$ cat src/rtl/aq_fifo_rd_unpack.sv
// aq_fifo_rd_unpack: FWFT FIFO read-side consumer that unpacks IN_WIDTH words into an OUT_WIDTH valid/ready stream
module aq_fifo_rd_unpack #(
  parameter int IN_WIDTH  = 64,
  parameter int OUT_WIDTH = 16,
  parameter bit LSB_FIRST = 1'b1
) (
  input  logic                 RDCLK,
  input  logic                 RST,
  input  logic                 FIFO_RDRSTBUSY,
  input  logic                 FIFO_EMPTY,
  input  logic [IN_WIDTH-1:0]  FIFO_DOUT,
  output logic                 FIFO_RDEN,
  output logic                 M_VALID,
  input  logic                 M_READY,
  output logic [OUT_WIDTH-1:0] M_DATA,
  output logic                 M_LAST,
  output logic [31:0]          WORD_CNT
);
  localparam int RATIO = IN_WIDTH / OUT_WIDTH;
  localparam int IW    = $clog2(RATIO) + 1;
  if (IN_WIDTH != OUT_WIDTH * RATIO ||
      !(RATIO == 1 || RATIO == 2 || RATIO == 4 || RATIO == 8)) begin : g_bad_ratio
    $fatal(1, "aq_fifo_rd_unpack: IN_WIDTH/OUT_WIDTH must be an exact power of two in 1..8");
  end
  typedef enum logic {IDLE, ACTIVE} state_t;
  state_t                state_q, state_d;
  logic [IN_WIDTH-1:0]   hold_q, hold_d;
  logic [IW-1:0]         idx_q, idx_d, sel;
  logic [31:0]           cnt_q, cnt_d;
  logic                  last_slice, accept, lastacc;
  assign last_slice = idx_q == IW'(RATIO - 1);
  assign accept     = M_VALID & M_READY;
  assign lastacc    = accept & last_slice;
  assign WORD_CNT   = cnt_q;
  always_ff @(posedge RDCLK) begin
    if (RST) begin
      state_q <= IDLE;
      hold_q  <= '0;
      idx_q   <= '0;
      cnt_q   <= '0;
    end else begin
      state_q <= state_d;
      hold_q  <= hold_d;
      idx_q   <= idx_d;
      cnt_q   <= cnt_d;
    end
  end
  // a pop on the last accepted slice overrides the return to IDLE, so back-to-back words have no bubble
  always_comb begin
    state_d = FIFO_RDEN ? ACTIVE : (lastacc ? IDLE : state_q);
    hold_d  = FIFO_RDEN ? FIFO_DOUT : hold_q;
    idx_d   = FIFO_RDEN ? '0 : (accept ? idx_q + IW'(1) : idx_q);
    cnt_d   = FIFO_RDEN ? cnt_q + 32'd1 : cnt_q;
  end
  always_comb begin
    M_VALID   = state_q == ACTIVE;
    M_LAST    = M_VALID & last_slice;
    FIFO_RDEN = !RST & !FIFO_RDRSTBUSY & !FIFO_EMPTY & (!M_VALID | lastacc);
    sel       = LSB_FIRST ? idx_q : IW'(RATIO - 1) - idx_q;
    M_DATA    = '0;
    for (int i = 0; i < RATIO; i++)
      if (sel == IW'(i)) M_DATA = hold_q[i*OUT_WIDTH +: OUT_WIDTH];
  end
endmodule
$ cat config.mk
export PLATFORM = sky130hd
export DESIGN_NAME = aq_fifo_rd_unpack
export DESIGN_NICKNAME = d
export VERILOG_FILES = /design/src/rtl/aq_fifo_rd_unpack.sv
export SDC_FILE = /design/constraint.sdc
export NUM_CORES = 1
export LEC_CHECK = 0
export CORE_MARGIN = 5
export CORE_UTILIZATION = 30
export DETAILED_ROUTE_END_ITERATION = 10
export PLACE_DENSITY = 0.61
export SETUP_SLACK_MARGIN = 0.4
export SYNTH_ARGS = -nofsm -noshare
export SYNTH_HDL_FRONTEND = slang
export SYNTH_SLANG_ARGS = --single-unit
$ cat constraint.sdc
create_clock -name RDCLK -period 4.78 [get_ports RDCLK]
set_input_delay 0.956 -clock RDCLK [delete_from_list [all_inputs] [get_ports RDCLK]]
set_output_delay 0.956 -clock RDCLK [all_outputs]
set_load 0.1 [all_outputs]
==> flow_summary.ini, run 1 <==
[critical_path]
critical_path_class = reg -> out
cp_max_fo = 16
r2r_start = idx_q[0]
max_stage_delay_ns = 0.85
reg2reg_depth = 7
path_depth = 7
cp-start-kind = register
cp-end-kind = output port
reg2reg_to = hold_q[18]
r2r_setup_slack_ns = 1.53
crit_path_end = M_DATA[0]
crit_buf_inv = 2
crit_family = simple AND/OR/NAND/NOR gates
crit_arrival_ns = 2.81
path_cells = inv_1 > ha_1 > nor2b_1 > a221o_1 > o21ai_0 > o21ai_0 > buf_4
startpoint = idx_q[1]
crit_top_cell = o21ai_0
crit_required_ns = 3.82
cp_slowest_cell = nor2b_1

[clocking]
cts_hold_buf = 0
cts_resized = 0
clkTransAtPathRegs_ns = 0.07
cts.sinks = 100
htree_levels = 3
post_cts_buffers = 0
cts_tree = yes
clock_latency_ns = 0.35
cts-buffers-inserted = 9
clk_root_buffer_cell = clkbuf_16
clockBufferDepth = 2

[routing]
detail_route.first_pass.iterations = 4
vias_per_cell = 5.13
vias = 4367
drt_iter0_drc = 235
drc = 0
wl_per_cell_microns = 15.7
wl_microns = 13300
ant_nets = 0

[place]
gp_congestion = 0.859
dp_hpwl_microns = 9500
port-buffer-count = 119

[global_route]
grt.total_usage = 0.147
grt_overflow = 0
antenna_found_initial = 0
grt_pass1_vias = 4346
grt_max_degree = 103
grt_pass1_wl_microns = 21500

[sta]
hold_viol = 0
finalSetupViolations = 0
min_period_over_period = 0.787
clock_skew_ns = 0.00828
slew_headroom = 0.246
rsz0062_at_grt = false
setup_tns_ns = 0
tightestPinTransition_ns = 1.13
fmax_ghz = 0.266
maxSlewViolCount = 0
post-route-min-period_ns = 3.76
hold_ws_ns = 0.472

[logic_synthesis]
synth.distinct_cells = 38
ys_warn_count = 0
post_synth.cell_area_avg_sq_um = 8.14
synthesis.instances = 567
yosys-top-cells-area = dfxtp_1 43%, nand2_1 10%, o21ai_0 7.6%
ys.flop_type = dfxtp_1
yosys.area.top_type_share = 0.434
async_reset_ff_frac = 0
synth_edf_count = 0
yosysSeqAreaShare = 0.434
ys_ff_latch = 100
syn_nets = 642
netlist_area_sq_um = 4620
synth.largest_area_cell = dfxtp_1

[floorplan]
die_w_microns = 134
coreArea_sq_um = 15100
fp.dieH_microns = 134
rows = 45
initial_utilization = 0.305
io_pins = 120
die_area_sq_um = 18000

[min_path]
hp-class = reg -> reg

[pwr]
power.ir.vdd_worst_mv = 0.196
p_per_area_nw_per_um2 = 300
leakagePower_nw = 2.21

[layout]
fillCellCount = 1484
antennaDiodeCount = 0
syn_to_final_growth_pct = 32.8
num-nets-final = 734
register_area_sq_um = 2000
multi_input_area_sq_um = 2420
drive_gt1_frac = 0.0708

[run]
maxCapViolCount = 0

[status]
outcome = finished clean
[worst reg2reg max path, delay by kind of cell (launching register included)]
kind / cells / cell delay [ns]
buffers and inverters: 2 / 0.81
DFF: 1 / 0.38
and+or+nand+nor: 1 / 0.17
AOI/OAI and AO/OA: 2 / 0.64
adders and majority gates: 2 / 1.08
[layer usage]
layer  track usage  share of wire  up-vias
met4        0.0402          0.016        0
met1         0.184           0.43     2026
li1              -              -     2183
met2         0.250           0.48      140
met5             0              0        -
met3        0.0401          0.068       18
[kinds of logic (layout without fill, tap and decap cells)]
logic type,Yosys count,after routing,synth area share
compound gates,130,130,0.169
xor+xnor,5,5,0.00949
fa+ha+maj,6,6,0.0163
buf+inv,48,145,0.0425
flops,100,100,0.434
mux,5,5,0.0119
simple gates,273,273,0.317
[final cells by class]
cell class / instances / share of cell area
multi-input cells: 419 / 0.394
flip-flops and latches: 100 / 0.326
repair buffers: 122 / 0.192
well taps: 188 / 0.0384
clock buffers: 10 / 0.0373
clock inverters: 6 / 0.00755
inverters: 7 / 0.00428
[synthesized netlist by cell type (all sizes together) (3+ instances only)]
cell,instances
nand2,125
dfxtp,100
o21ai,71
clkbuf,35
nand2b,34
nand3b,32
a21oi,24
a221o,16
o31ai,16
or4,16
nand4,12
nor2,12
nand3,11
inv,7
or3,7
and4,6
buf,6
ha,6
nor2b,6
mux2,4
nor4,4
and3,3
xnor2,3
[placed cells by master, fill, tap and decap left out, types with 2 or more instances in the layout]
cell type and instances:
nand2_1 125, dfxtp_1 100, clkdlybuf4s50_1 100, o21ai_0 61
nand2b_1 34, nand3b_1 32, a21oi_1 24, buf_4 20
a221o_1 16, o31ai_1 16, or4_1 16, nor2_1 12
nand3_1 11, o21ai_1 10, nand4_1 10, clkbuf_16 9
or3_1 7, inv_1 6, nor2b_1 6, and4_1 6
ha_1 6, nor4_1 4, mux2_2 4, xnor2_1 3
and3_1 3, and2_1 2, xor2_1 2, inv_6 2
clkinvlp_4 2
[metrics by stage]
step	area, sq um	util	instances	total power [mW]	setup WS [ns]
after global routing	6130	0.405	852	1.91	0.771
after detailed placement	5860	0.387	836	1.17	1.41
after global placement	5860	0.387	836	1.17	1.52
after floorplan	4620	-	567	1.06	0.555
final	6130	0.405	852	1.84	1.02
after CTS	6130	0.405	852	1.86	1.02
[sequential cells by signal, indices dropped and copies added, names as in the netlist]
signal	flops
M_VALID	1
WORD_CNT	32
hold_q	64
idx_q	3
[where the power goes]
part	total [mW]	switching, mW	internal, mW
logic	0.269	0.165	0.103
registers	0.884	0.0203	0.864
clock network	0.684	0.327	0.357
[worst min-delay path by stage]
stage	cells past startpoint	from	end	slack, ns
3_3_place_gp	2	hold_q[44]	hold_q[44]	0.46
6_report	2	hold_q[34]	hold_q[34]	0.47
2_1_floorplan	2	hold_q[40]	hold_q[40]	0.45
3_5_place_dp	2	hold_q[40]	hold_q[40]	0.46
5_1_grt	2	hold_q[25]	hold_q[25]	0.49
4_1_cts	2	hold_q[34]	hold_q[34]	0.48
Note: power is estimated with default switching activity, not from simulation.
==> inputs of run 2 (changes only) <==
==> constraint.sdc (replaced) <==
create_clock -name RDCLK -period 3.7 [get_ports RDCLK]
set_input_delay 0.74 -clock RDCLK [delete_from_list [all_inputs] [get_ports RDCLK]]
set_output_delay 0.74 -clock RDCLK [all_outputs]
set_load 0.1 [all_outputs]
==> flow_summary.ini, run 2 (synthesized netlist as in run 1, its figures left out) <==
[layout]
layout_commonest_cell = nand2_1
largest_reg_flops = 64
regMostFlops = hold_q
syn_to_final_growth_pct = 39.6
layout_common_cells = 125 x nand2_1, 100 x dfxtp_1, 98 x clkdlybuf4s50_1, 55 x o21ai_0, 34 x nand2b_1
num-nets-final = 738
drive_gt1_frac = 0.0945
antennaDiodeCount = 0
fillCellCount = 1503

[clocking]
clk_root_buffer_cell = clkbuf_16
cts_tree = yes
htree_levels = 3
clkTransAtPathRegs_ns = 0.07
cts-buffers-inserted = 9
clock_latency_ns = 0.35
cts.sinks = 100
clockBufferDepth = 2
post_cts_buffers = 0
cts_resized = 0
cts_hold_buf = 0

[pwr]
leakagePower_nw = 2.33
switching_power_mw = 0.654
power.ir.vdd_worst_mv = 0.226
sw_frac_of_total = 0.255
p_clk_frac = 0.402
p_int_mw = 1.91
pwr-share-comb = 0.153
p_per_area_nw_per_um2 = 398
p_seq_frac = 0.445

[critical_path]
crit_family = buffers and inverters
cp-start-kind = input pin
cp_max_fo = 9
cp_slowest_cell = clkdlybuf4s50_1
crit_buf_inv = 3
path_depth = 5
crit_required_ns = 2.96
path_cells = clkdlybuf4s50_1 > nor3_4 > nand2_1 > inv_2 > buf_12
crit_arrival_ns = 2.26
crit_path_end = FIFO_RDEN
r2r_setup_slack_ns = 0.92
reg2reg_depth = 7
r2r_start = idx_q[1]
critical_path_class = in -> out
startpoint = FIFO_RDRSTBUSY
max_stage_delay_ns = 0.51
cp-end-kind = output port
reg2reg_to = hold_q[21]

[sta]
min_period_over_period = 0.811
setup_tns_ns = 0
layout_setup_ws_ns = 0.700
slew_headroom = 0.343
maxSlewViolCount = 0
tightestPinTransition_ns = 0.982
hold_viol = 0
post-route-min-period_ns = 3.00
finalSetupViolations = 0
clock_skew_ns = 0.00468
rsz0062_at_grt = false
fmax_ghz = 0.333

[global_route]
grt.total_usage = 0.150
grt_max_degree = 102
grt_pass1_vias = 4297
grt_overflow = 0
grt_pass1_wl_microns = 22000
antenna_found_initial = 0

[routing]
wl_microns = 13400
vias_per_cell = 5.13
detail_route.first_pass.iterations = 4
drt_iter0_drc = 404
drc = 0
wl_per_cell_microns = 15.6
ant_nets = 0
vias = 4384

[place]
gp_congestion = 0.742
port-buffer-count = 119
dp_hpwl_microns = 9210
place_ws_ns = 0.558

[floorplan]
io_pins = 120
fp.dieH_microns = 134
initial_utilization = 0.305
coreArea_sq_um = 15100
die_w_microns = 134
die_area_sq_um = 18000
rows = 45

[run]
maxCapViolCount = 0

[status]
outcome = finished clean

[min_path]
hp-class = reg -> reg
==> run 2: worst reg2reg max path, stage by stage (launching register included) <==
cell	delay [ns]
dfxtp_1	0.38
ha_1	0.17
ha_2	0.47
a21bo_2	0.29
nand2_1	0.26
inv_2	0.17
buf_4	0.66
o21ai_0	0.25
==> run 2: worst min path at each step <==
stage               startpoint          to  slack (ns)  cells after the start
floorplan           hold_q[40]  hold_q[40]        0.45                      2
global placement    hold_q[13]  hold_q[13]        0.46                      2
detailed placement  hold_q[38]  hold_q[38]        0.46                      2
CTS                 hold_q[38]  hold_q[38]        0.48                      2
global route        hold_q[49]  hold_q[49]        0.49                      2
finish              hold_q[35]  hold_q[35]        0.47                      2
==> run 2: stage by stage <==
step | total power [mW] | cells | hold slack (ns) | util | area [sq um]
floorplan | 1.38 | 567 | 0.446 | - | 4650
global placement | 1.56 | 840 | 0.460 | 0.404 | 6120
detailed placement | 1.56 | 840 | 0.461 | 0.404 | 6120
CTS | 2.60 | 855 | 0.475 | 0.426 | 6440
global route | 2.67 | 855 | 0.493 | 0.426 | 6440
finish | 2.56 | 855 | 0.474 | 0.426 | 6440
==> run 2: layout make-up <==
| class | count | area (sq um) | area share |
|---|---|---|---|
| repair buffers | 126 | 1400 | 0.217 |
| flip-flops and latches | 100 | 2000 | 0.311 |
| clock buffers | 11 | 253 | 0.0392 |
| clock inverters | 4 | 72.6 | 0.0113 |
| inverters | 7 | 26.3 | 0.00408 |
| well taps | 188 | 235 | 0.0365 |
| multi-input cells | 419 | 2450 | 0.381 |
==> run 2: metal layers <==
layer,up-vias,routed length (microns),GRT usage
li1,2198,-,-
met1,2031,6210,0.199
met2,141,6130,0.239
met3,14,869,0.0469
met4,0,140,0.0385
met5,-,0,0
==> run 2: power groups by stage <==
stage          clock network (mW)  registers, mW  logic [mW]
2_1_floorplan                   0           1.17       0.206
3_3_place_gp                    0           1.16       0.392
3_5_place_dp                    0           1.17       0.394
4_1_cts                      1.06           1.14       0.396
5_1_grt                      1.10           1.14       0.419
6_report                     1.03           1.14       0.393
